--- src/rtl/serial_word_feeder_if.sv ---
// Word handshake between an upstream producer and serial_word_feeder.
// The producer drives valid/data; the feeder answers with ready.
interface serial_word_feeder_if #(
  parameter int WIDTH = 4
);
  logic             in_valid;
  logic             in_ready;
  logic [WIDTH-1:0] in_data;

  modport master (
    output in_valid,
    output in_data,
    input  in_ready
  );

  modport slave (
    input  in_valid,
    input  in_data,
    output in_ready
  );
endinterface

--- src/rtl/serial_word_feeder.sv ---
// Parallel-to-serial front end for a gated-clock shift register.
// One guard LOAD cycle, then one bit strobe every DIV clocks.
module serial_word_feeder #(
  parameter int WIDTH     = 4,
  parameter int DIV       = 1,
  parameter bit MSB_FIRST = 1'b0
) (
  input  logic                clk,
  input  logic                rst,
  serial_word_feeder_if.slave in_if,
  input  logic                flush,
  output logic                data_out,
  output logic                shift_en,
  output logic                busy,
  output logic                word_done
);
  localparam int BW = $clog2(WIDTH + 1);
  localparam int DW = $clog2(DIV + 1);
  localparam logic [BW-1:0] LAST_BIT = BW'(WIDTH - 1);
  localparam logic [DW-1:0] LAST_DIV = DW'(DIV - 1);

  localparam logic [1:0] IDLE  = 2'd0;
  localparam logic [1:0] LOAD  = 2'd1;
  localparam logic [1:0] SHIFT = 2'd2;

  logic [1:0]       state_q, state_d;
  logic [WIDTH-1:0] sr_q, sr_d;
  logic [BW-1:0]    bit_cnt_q, bit_cnt_d;
  logic [DW-1:0]    div_cnt_q, div_cnt_d;
  logic             data_out_q, data_out_d;
  logic             shift_en_q, shift_en_d;
  logic             busy_q, busy_d;
  logic             word_done_q, word_done_d;
  logic             accept;
  logic [WIDTH-1:0] sr_nx;

  function automatic logic first_bit(
    input logic [WIDTH-1:0] w
  );
    return MSB_FIRST ? w[WIDTH-1] : w[0];
  endfunction

  assign in_if.in_ready = (state_q == IDLE) && !rst;
  assign accept = in_if.in_valid && in_if.in_ready && !flush;
  assign sr_nx  = MSB_FIRST ? (sr_q << 1) : (sr_q >> 1);

  always_comb begin
    state_d    = state_q;
    sr_d       = sr_q;
    bit_cnt_d  = bit_cnt_q;
    div_cnt_d  = div_cnt_q;
    data_out_d = data_out_q;
    unique case (1'b1)
      (state_q == IDLE): begin
        if (accept) begin
          state_d    = LOAD;
          sr_d       = in_if.in_data;
          data_out_d = first_bit(in_if.in_data);
        end
      end
      (state_q == LOAD): begin
        state_d   = SHIFT;
        div_cnt_d = '0;
      end
      (state_q == SHIFT): begin
        if (shift_en_q) begin
          if (bit_cnt_q == LAST_BIT) begin
            state_d = IDLE;
          end else begin
            sr_d       = sr_nx;
            data_out_d = first_bit(sr_nx);
            bit_cnt_d  = bit_cnt_q + BW'(1);
            div_cnt_d  = '0;
          end
        end else begin
          div_cnt_d = div_cnt_q + DW'(1);
        end
      end
      default: state_d = IDLE;
    endcase
    if (state_q != IDLE && flush) begin
      state_d = IDLE;
    end
    // Idle keeps the serial line quiet and counters parked at zero.
    if (state_d == IDLE) begin
      sr_d       = '0;
      data_out_d = 1'b0;
      bit_cnt_d  = '0;
      div_cnt_d  = '0;
    end
    shift_en_d  = (state_d == SHIFT)
               && (div_cnt_d == LAST_DIV);
    word_done_d = shift_en_d
               && (bit_cnt_d == LAST_BIT);
    busy_d      = (state_d != IDLE);
  end

  always_ff @(posedge clk) begin
    if (rst) begin
      state_q     <= IDLE;
      sr_q        <= '0;
      bit_cnt_q   <= '0;
      div_cnt_q   <= '0;
      data_out_q  <= 1'b0;
      shift_en_q  <= 1'b0;
      busy_q      <= 1'b0;
      word_done_q <= 1'b0;
    end else begin
      state_q     <= state_d;
      sr_q        <= sr_d;
      bit_cnt_q   <= bit_cnt_d;
      div_cnt_q   <= div_cnt_d;
      data_out_q  <= data_out_d;
      shift_en_q  <= shift_en_d;
      busy_q      <= busy_d;
      word_done_q <= word_done_d;
    end
  end

  assign data_out  = data_out_q;
  assign shift_en  = shift_en_q;
  assign busy      = busy_q;
  assign word_done = word_done_q;
endmodule

--- src/flat_wrapper.sv ---
// flat-port wrapper written by rule: the top's interface ports become plain ports
module serial_word_feeder_flat 
#(
  parameter int WIDTH     = 4,
  parameter int DIV       = 1,
  parameter bit MSB_FIRST = 1'b0
)
  (clk, rst, flush, data_out, shift_en, busy, word_done, in_if_in_valid, in_if_in_data, in_if_in_ready);
  serial_word_feeder_if #(.WIDTH(WIDTH)) in_if_i ();
  input  logic clk;
  input  logic rst;
  input  logic flush;
  output logic data_out;
  output logic shift_en;
  output logic busy;
  output logic word_done;
  input wire logic [$bits(in_if_i.in_valid)-1:0] in_if_in_valid;
  input wire logic [$bits(in_if_i.in_data)-1:0] in_if_in_data;
  output wire logic [$bits(in_if_i.in_ready)-1:0] in_if_in_ready;
  assign in_if_i.in_valid = in_if_in_valid;
  assign in_if_i.in_data = in_if_in_data;
  assign in_if_in_ready = in_if_i.in_ready;
  serial_word_feeder #(.WIDTH(WIDTH), .DIV(DIV), .MSB_FIRST(MSB_FIRST)) u_core (.clk(clk), .rst(rst), .in_if(in_if_i), .flush(flush), .data_out(data_out), .shift_en(shift_en), .busy(busy), .word_done(word_done));
endmodule
--- config.mk ---
export PLATFORM = sky130hd
export DESIGN_NAME = serial_word_feeder_flat
export DESIGN_NICKNAME = d
export VERILOG_FILES = /design/src/rtl/serial_word_feeder_if.sv /design/src/rtl/serial_word_feeder.sv /design/src/flat_wrapper.sv
export SDC_FILE = /design/constraint.sdc
export NUM_CORES = 1
export LEC_CHECK = 0
export ABC_AREA = 0
export CORE_AREA = 4 4 60 62
export DETAILED_ROUTE_END_ITERATION = 7
export DIE_AREA = 0 0 64 66
export SLEW_MARGIN = 20
export SYNTH_ARGS = -nofsm -noshare
export SYNTH_HDL_FRONTEND = slang
export SYNTH_SLANG_ARGS = --single-unit
--- constraint.sdc ---
create_clock -name clk -period 2.1 [get_ports clk]
set_clock_uncertainty 0.15 [all_clocks]
set_input_delay 0.63 -clock clk [delete_from_list [all_inputs] [get_ports clk]]
set_output_delay 0.63 -clock clk [all_outputs]
set_load 0.01 [all_outputs]
==> flow_metrics.tcl <==
set metrics [dict create \
    syn_to_final_growth_pct 45.2 \
    fmax_ghz 0.489 \
    finalCriticalPeriod_ns 2.04 \
    dp_hpwl_um 1320 \
    synth_seq_cells 13 \
    setup_viol 0 \
    cts_buffers 3 \
    htree_levels 1 \
    setup-tns-final_ns 0 \
    wl_per_cell_um 12.4 \
    syn_area_per_cell_um2 8.97 \
    utilization 0.353 \
    cts.sinks 13 \
    drive_gt1_frac 0.255 \
    rows 20 \
    critPathMaxFanout 5 \
    maxCapViolCount 0 \
    drt_iter0_drc 40 \
    wl_um 1910 \
    hold_buffers 0 \
    post-route-period-util 0.974 \
    dieArea_um2 4220 \
    ys_seq_area_frac 0.354 \
    initial_core_util 0.243 \
    stdcell_count 154 \
    synthTopCellsByArea "dfxtp_1 (35%), ha_1 (8.5%), a311oi_1 (4.8%)" \
    fin_area_um2 1070 \
    portBuffers 12 \
    io_pins 13 \
    synth_warnings 0 \
    hold_viol 0 \
    postSynthCellCount 82 \
    path_clk_slew_ns 0.08 \
    clk_latency_ns 0.28 \
    cellPowerDensity_nw_per_um2 543 \
    cts_root_buf "clkbuf_4" \
    holdWs_ns 0.350 \
    worstSetupEndpointType "flip-flop" \
    grt_pass1_wl_um 3130 \
    gr-total-overflow 0 \
    timing.final.ws_setup_ns 0.0554 \
    critPathArrivalTime_ns 2.10 \
    dp.cells 149 \
    worst_pin_slew_ns 0.534 \
    crit_type "in -> reg" \
    p_leak_nw 0.413 \
    cts_setup_buffers 0 \
    num_vias 707 \
    final_nets 124 \
    synth_nets 95 \
    die_w_um 64 \
    place.gp.congestion 0.755 \
    grt_pass1_vias 722 \
    clk_path_buf_depth 2 \
    core_area_um2 3030 \
    final_cell_mix "dfxtp_1 (13), buf_4 (12), clkdlybuf4s50_1 (9)" \
    dieHeight_um 66 \
    grt_use_total 0.0924 \
    cp.required_ns 2.15 \
    synth_cell_types 32 \
    diodes 0 \
    antenna_left 0 \
    post-place-ws_ns -0.398 \
    synth_top_area_share 0.354 \
    routed_via_density 4.59 \
    drc 0 \
    hp-class "reg -> reg" \
    timing.final.max_slew_violations 0 \
    max_slew_margin 0.641 \
    syn_area_um2 736 \
    cts_tree "yes" \
    start_kind "input port" \
    placed_area_um2 992 \
    first_pass_iters 4 \
    synth_largest_area_cell "dfxtp_1" \
    final_common_cell "dfxtp_1" \
    grt_antenna_before_repair 0 \
    status "complete, no violations" \
    finalPower_mw 0.580 \
    ir_worst_vdd_uv 121 \
    grt_max_degree 10 \
]
==> critical path, stage by stage <==
cell	delay [ns]
clkdlybuf4s50_1	0.49
nor3b_4	0.28
nor4_1	0.13
a211o_4	0.32
a311oi_2	0.24
==> power by group <==
group          leakage [nW]  switching (mW)  internal (mW)
logic                 0.293          0.0785         0.0826
registers             0.105         0.00493          0.255
clock network        0.0150          0.0856         0.0738
==> Yosys cell counts <==
library cell  instances
dfxtp_1              13
nor2_1                8
a21oi_1               6
inv_1                 6
nand2_1               6
ha_1                  5
nor2b_1               5
a311oi_1              4
mux2i_1               3
nand3b_1              2
o21ai_0               2
xnor2_1               2
a2111oi_0             1
a211o_1               1
a211oi_2              1
a21bo_2               1
and2_1                1
and3b_1               1
buf_2                 1
buf_6                 1
nand3_1               1
nand4b_1              1
nor3_1                1
nor3b_2               1
nor4_1                1
nor4bb_1              1
o211ai_1              1
o221ai_1              1
o22ai_1               1
o31a_1                1
or2b_1                1
or3_4                 1
==> sequential cells by signal, summed over array words and instances (netlist names) <==
name and flops:
u_core.shift_en 1, u_core.word_done 1, u_core.div_cnt_q 1, u_core.state_q 2
u_core.busy 1, u_core.bit_cnt_q 3, u_core.sr_q 4
==> final timing paths <==
kind	from	endpoint	slack (ns)	cells after the start
worst min-delay path	u_core.bit_cnt_q[1]$_SDFF_PP0_	u_core.bit_cnt_q[1]$_SDFF_PP0_	0.35	2
worst max register to register	u_core.state_q[1]$_SDFF_PP0_	u_core.sr_q[2]$_SDFFE_PP0P_	0.12	7
worst min register to register	u_core.bit_cnt_q[1]$_SDFF_PP0_	u_core.bit_cnt_q[1]$_SDFF_PP0_	0.35	2
worst max-delay path	in_if_in_valid	u_core.sr_q[2]$_SDFFE_PP0P_	0.06	5
==> logic make-up after synthesis <==
logic type	Yosys count	synth area share
fa+ha+maj	5	0.0850
simple gates	31	0.245
buf+inv	8	0.0527
compound gates	20	0.199
mux	3	0.0408
xor+xnor	2	0.0238
flops	13	0.354
==> repair_timing <==
action | 4_1_cts | 5_1_grt
pin swaps | 0 | 4
cloned | 0 | 1
endpoints found under the setup margin | 8 | 7
resized for setup | 10 | 6
==> metal layers <==
metal  GRT usage  wire (um)
met2       0.156        938
met5           0          0
met1       0.110        855
met3      0.0102         76
met4      0.0620         41
==> cell type report <==
| cell class | instances | area [um2] |
|---|---|---|
| clock buffer | 4 | 26.3 |
| fill | 327 | 1960 |
| inverter | 6 | 22.5 |
| multi-input combinational | 62 | 487 |
| sequential | 13 | 260 |
| tap | 44 | 55.1 |
| timing repair buffer | 25 | 218 |
Power figures use the tool's default switching activity.
